===== src/rtl/gray_decode_tracker.sv =====
// gray_decode_tracker: registered Gray-to-binary decoder with step tracking.
// Samples a Gray-coded word, decodes it to binary, classifies the change
// against the previous decoded value (+1 / -1 / none / illegal jump) and
// maintains a wrapping signed position and a saturating error counter.
//
// Optional build macro: GRAY_DECODE_SYNC_EN
//   When defined, gray_in and in_valid pass through a 2-flop synchronizer
//   ahead of stage 1 (latency 4 instead of 2).
//
// Ports:
//   clk        rising-edge clock
//   reset      synchronous reset, active-low
//   gray_in    Gray-coded sample (WIDTH)
//   in_valid   gray_in valid this cycle
//   clr        synchronous clear of position and err_count
//   qbin       decoded binary value of the last accepted sample (WIDTH)
//   out_valid  one-cycle pulse: qbin and step flags updated
//   step_up    pulse with out_valid: delta = +1
//   step_down  pulse with out_valid: delta = -1
//   step_err   pulse with out_valid: delta not in {0, +1, -1}
//   position   accumulated steps, two's complement, wrapping (POS_WIDTH)
//   err_count  saturating count of step_err events (ERR_WIDTH)
module gray_decode_tracker #(
    parameter int unsigned WIDTH     = 4,
    parameter int unsigned POS_WIDTH = 16,
    parameter int unsigned ERR_WIDTH = 8
) (
    input  logic                 clk,
    input  logic                 reset,
    input  logic [WIDTH-1:0]     gray_in,
    input  logic                 in_valid,
    input  logic                 clr,
    output logic [WIDTH-1:0]     qbin,
    output logic                 out_valid,
    output logic                 step_up,
    output logic                 step_down,
    output logic                 step_err,
    output logic [POS_WIDTH-1:0] position,
    output logic [ERR_WIDTH-1:0] err_count
);

    logic [WIDTH-1:0]     s1_gray_c;
    logic                 s1_valid_c;
    logic [WIDTH-1:0]     g_r;
    logic                 v1;
    logic [WIDTH-1:0]     prev;
    logic                 prev_valid;
    logic [WIDTH-1:0]     bin_c;
    logic [WIDTH-1:0]     delta_c;
    logic                 up_c;
    logic                 dn_c;
    logic                 err_c;
    logic [POS_WIDTH-1:0] pos_next_c;
    logic [ERR_WIDTH-1:0] ec_next_c;

`ifdef GRAY_DECODE_SYNC_EN
    logic [WIDTH-1:0] sync1_g;
    logic [WIDTH-1:0] sync2_g;
    logic             sync1_v;
    logic             sync2_v;

    // 2-flop synchronizer; valid travels alongside the data to stay aligned
    always_ff @(posedge clk) begin
        if (!reset) begin
            sync1_g <= '0;
            sync2_g <= '0;
            sync1_v <= 1'b0;
            sync2_v <= 1'b0;
        end else begin
            sync1_g <= gray_in;
            sync2_g <= sync1_g;
            sync1_v <= in_valid;
            sync2_v <= sync1_v;
        end
    end

    assign s1_gray_c  = sync2_g;
    assign s1_valid_c = sync2_v;
`else
    assign s1_gray_c  = gray_in;
    assign s1_valid_c = in_valid;
`endif

    // Stage 1: capture the sample
    always_ff @(posedge clk) begin
        if (!reset) begin
            g_r <= '0;
            v1  <= 1'b0;
        end else begin
            v1 <= s1_valid_c;
            if (s1_valid_c) begin
                g_r <= s1_gray_c;
            end
        end
    end

    // Decode, classify and compute next accumulator values
    always_comb begin
        bin_c      = '0;
        delta_c    = '0;
        up_c       = 1'b0;
        dn_c       = 1'b0;
        err_c      = 1'b0;
        pos_next_c = position;
        ec_next_c  = err_count;

        // bin[j] is the XOR of all Gray bits at or above j
        for (int i = 0; i < int'(WIDTH); i++) begin
            bin_c = bin_c ^ (g_r >> i);
        end

        delta_c = bin_c - prev;
        up_c    = v1 && prev_valid && (delta_c == WIDTH'(1));
        dn_c    = v1 && prev_valid && !up_c && (delta_c == {WIDTH{1'b1}});
        err_c   = v1 && prev_valid && (delta_c != '0) && !up_c && !dn_c;

        // clr overrides any step landing on the same edge
        if (clr) begin
            pos_next_c = '0;
        end else if (up_c) begin
            pos_next_c = position + POS_WIDTH'(1);
        end else if (dn_c) begin
            pos_next_c = position - POS_WIDTH'(1);
        end

        if (clr) begin
            ec_next_c = '0;
        end else if (err_c && (err_count != {ERR_WIDTH{1'b1}})) begin
            ec_next_c = err_count + ERR_WIDTH'(1);
        end
    end

    // Stage 2: register outputs and resynchronise prev on every decoded sample
    always_ff @(posedge clk) begin
        if (!reset) begin
            qbin       <= '0;
            out_valid  <= 1'b0;
            step_up    <= 1'b0;
            step_down  <= 1'b0;
            step_err   <= 1'b0;
            position   <= '0;
            err_count  <= '0;
            prev       <= '0;
            prev_valid <= 1'b0;
        end else begin
            out_valid <= v1;
            step_up   <= up_c;
            step_down <= dn_c;
            step_err  <= err_c;
            position  <= pos_next_c;
            err_count <= ec_next_c;
            if (v1) begin
                qbin       <= bin_c;
                prev       <= bin_c;
                prev_valid <= 1'b1;
            end
        end
    end

endmodule


===== config.mk =====
export PLATFORM = sky130hd
export DESIGN_NAME = gray_decode_tracker
export DESIGN_NICKNAME = d
export VERILOG_FILES = /design/src/rtl/gray_decode_tracker.sv
export SDC_FILE = /design/constraint.sdc
export NUM_CORES = 1
export LEC_CHECK = 0
export CORE_AREA = 3 3 66 68
export CTS_CLUSTER_DIAMETER = 120
export DETAILED_ROUTE_END_ITERATION = 16
export DIE_AREA = 0 0 69 71
export DONT_BUFFER_PORTS = 1
export GPL_TIMING_DRIVEN = 0
export PLACE_DENSITY = 0.78
export REMOVE_ABC_BUFFERS = 1
export SETUP_SLACK_MARGIN = 0.2
export SLEW_MARGIN = 20
export SYNTH_ARGS = -nofsm -noshare
export SYNTH_HDL_FRONTEND = slang
export SYNTH_SLANG_ARGS = --single-unit

===== constraint.sdc =====
create_clock -name clk -period 5 [get_ports clk]
set_input_delay 0.75 -clock clk [delete_from_list [all_inputs] [get_ports clk]]
set_output_delay 0.75 -clock clk [all_outputs]
set_load 0.01 [all_outputs]

==> metrics.txt <==
Worst-Skew Late Latency=0.29 ns; I/O pins=40; wire length of the first global-routing pass=8.521 mm; RSZ-0062 raised after global routing=false; Final Net Count=between 300 and 400; Post-synth top cells=dfxtp_1 (38), nor2_1 (25), a21oi_1 (24), nand2_1 (21), ha_1 (19); DR WL met2=about 2.3 mm; critical path launch point type=flop; CTS clock-pin slew for the worst setup and hold paths=0.07 ns; Post-Synth XOR/XNOR Area=between 6 and 7%; final clock skew=around 0.0077 ns; All-Layer GR Usage=a little over a fifth; Core Box Area=approximately 3900 sq um; die area=~5000 sq um; largest net degree at the start of global routing=22; register area=approximately 760 sq um; Post-Syn Area per Cell=about 8.8 sq um; share of the synthesized area in the top cell type=a little under a third; Top FF cell, synth=dfxtp_1; clock root buffer=clkbuf_8; DR vias/cell=around 6.1; final hold vios=0; post-synthesis simple-gate area fraction=23.78%; worst min path class=reg -> reg; status=finished clean; IO buf count=0; share of cells above drive strength 1=9.783%; worst vdd ir=0.0001488 V; top post-synthesis cells by area=dfxtp_1 (31%), ha_1 (9.8%), a21oi_1 (5.0%), xnor2_1 (4.7%), nor2_1 (3.9%); largest family of logic cells by synthesized area=simple AND/OR/NAND/NOR gates; Setup crit start=g_r[3]; Pre-antenna DRT Iters=4; post-synth top area cell=dfxtp_1; CTS tree=built; CTS sink cnt=38; Fin Setup TNS=0 ns; total CTS buffers=5; Slew @ Worst Pin=between 0.8 and 0.9 ns; max-slew violations=0; die height=71 microns; grt total ovfl=0; f_max=~230 MHz; CP Class=reg -> reg; number of DRC markers in iteration 0=between 70 and 80; ANT cells=0; DR WL/cell=around 15 microns; maximum root-to-sink buffer count=2; CP arrival=between 4 and 5 ns; Synth async-reset ratio=0%; routability cong.=0.8429; H-Tree Depth=2; final count of negative-setup-slack endpoints=0; num rows=23; Routed Wire Length=a little under 5 mm; DP HPWL=between 3 and 4 mm; buffer count from post-CTS setup fixing=0; Worst Path Required=between 5 and 6 ns; number of global-route vias before repair=1902; fin crit period=4.416 ns; Starting Density=between 60% and 70%; mux cell area share after synthesis=between 2 and 3%; crit path max fanout=19; die width=69 microns; met3 wire length=around 280 microns; min-delay src=g_r[1]; post-layout util=between 60% and 70%; M1 wire length=2.223 mm; post-synthesis compound-gate area fraction=between 20% and 30%; number of synthesized flops with an enable pin=0; slew margin rel.=about two fifths; Syn Inst Count=276; reg-to-reg startpoint=g_r[3]; Synth Area in Adders=11.48%; Residual DRC=0; total number of vias=approximately 2.0k; crit path capture type=flop; Cell Area, Synth=between 2000 and 2500 sq um; max layer used=met4; initial antenna violation count=0; flops & latches, synth=38; Filler cells=342; area occupied by multi-input gates=between 1500 and 2000 sq um; Leakage Power=1.014 nW; Power Dens Cells=252.9 nW/um^2; warnings from Yosys=0; Distinct cells, synth=57; post-synthesis sequential area ratio=around a third; max-cap violations=0; antenna-violating nets left=0; area growth from synthesis to layout=4.757%; fin crit share=between 80% and 90%; cell with the most instances after synthesis=dfxtp_1
[placed cells by master, fill, tap and decap left out, types with 5 or more instances in the layout]
master / netlist / routed
dfxtp_1: 38 / 38
nor2_1: 25 / 25
a21oi_1: 24 / 23
nand2_1: 21 / 21
ha_1: 19 / 19
xnor2_1: 13 / 13
nand3_1: 12 / 12
inv_1: 11 / 11
a21o_1: 9 / 9
mux2i_1: 7 / 7
nor3_1: 6 / 6
clkbuf_8: 0 / 6
o21a_1: 5 / 5
o21ai_0: 5 / 5
[final cells by class]
| class | count | share of cell area (%) |
|---|---|---|
| Clock buffer | 6 | 3.258 |
| Clock inverter | 2 | 0.4936 |
| Inverter | 11 | 1.629 |
| Multi-Input combinational cell | 219 | 62.14 |
| Sequential cell | 38 | 30.01 |
| Tap cell | 50 | 2.468 |
[final timing paths]
kind | end | slack (ns) | depth (start not counted)
setup / recovery | position[14] | 0.58 | 15
hold / removal | g_r[1] | 0.52 | 2
setup reg to reg | position[14] | 0.58 | 15
hold reg to reg | g_r[1] | 0.52 | 2
[registers in the layout, summed over array words and instances, names as in the netlist]
name	flops
err_count	8
g_r	4
out_valid	1
position	16
prev_valid	1
qbin	4
step_down	1
step_err	1
step_up	1
v1	1
[cells by family after synthesis]
logic type | Yosys count
fa+ha+maj | 21
simple gates | 102
flops | 38
xor+xnor | 17
compound gates | 72
mux | 7
buf+inv | 19
[critical path, cell delays in order (launching register included)]
cell and delay [ns]:
dfxtp_1 0.45, xnor2_1 0.17, xnor2_1 0.39, xnor2_1 0.16, ha_1 0.24, fa_1 0.38
xor2_1 0.19, nand2_1 0.11, a211o_2 0.50, ha_1 0.39, nor2b_1 0.16, o31a_1 0.30
o2111ai_1 0.40, a21o_1 0.21, a2111oi_2 0.07, nand3b_1 0.19
[what timing repair did]
| item | 4_1_cts | 5_1_grt |
|---|---|---|
| resized for setup | 0 | 1 |
| endpoints found under the setup margin | 0 | 3 |
| hold buffers | 0 | 0 |
| endpoints found under the hold margin | 0 | 0 |
[power breakdown]
group	internal, mW	leakage (nW)	switching (mW)
Sequential	0.309	0.308	0.00901
Combinational	0.0395	0.659	0.0619
Clock	0.111	0.0472	0.111
[layer usage]
layer,vias to the layer above,GRT usage [%]
met3,14,4.972
met4,0,8.677
li1,1007,-
met1,906,25.79
met2,53,35.06
met5,-,0
[through the flow]
stage	worst slack, ns	instance area, sq um	power (mW)	hold slack, ns	cells
finish	0.5843	2535	0.6411	0.5166	326
global placement	0.5828	2435	0.4220	0.4992	318
detailed placement	0.4170	2435	0.4248	0.5059	318
floorplan	1.104	2372	0.4067	0.4817	268
CTS	0.3833	2530	0.6479	0.5248	326
global route	0.2419	2535	0.6712	0.5442	326
Note: power is estimated with default switching activity, not from simulation.
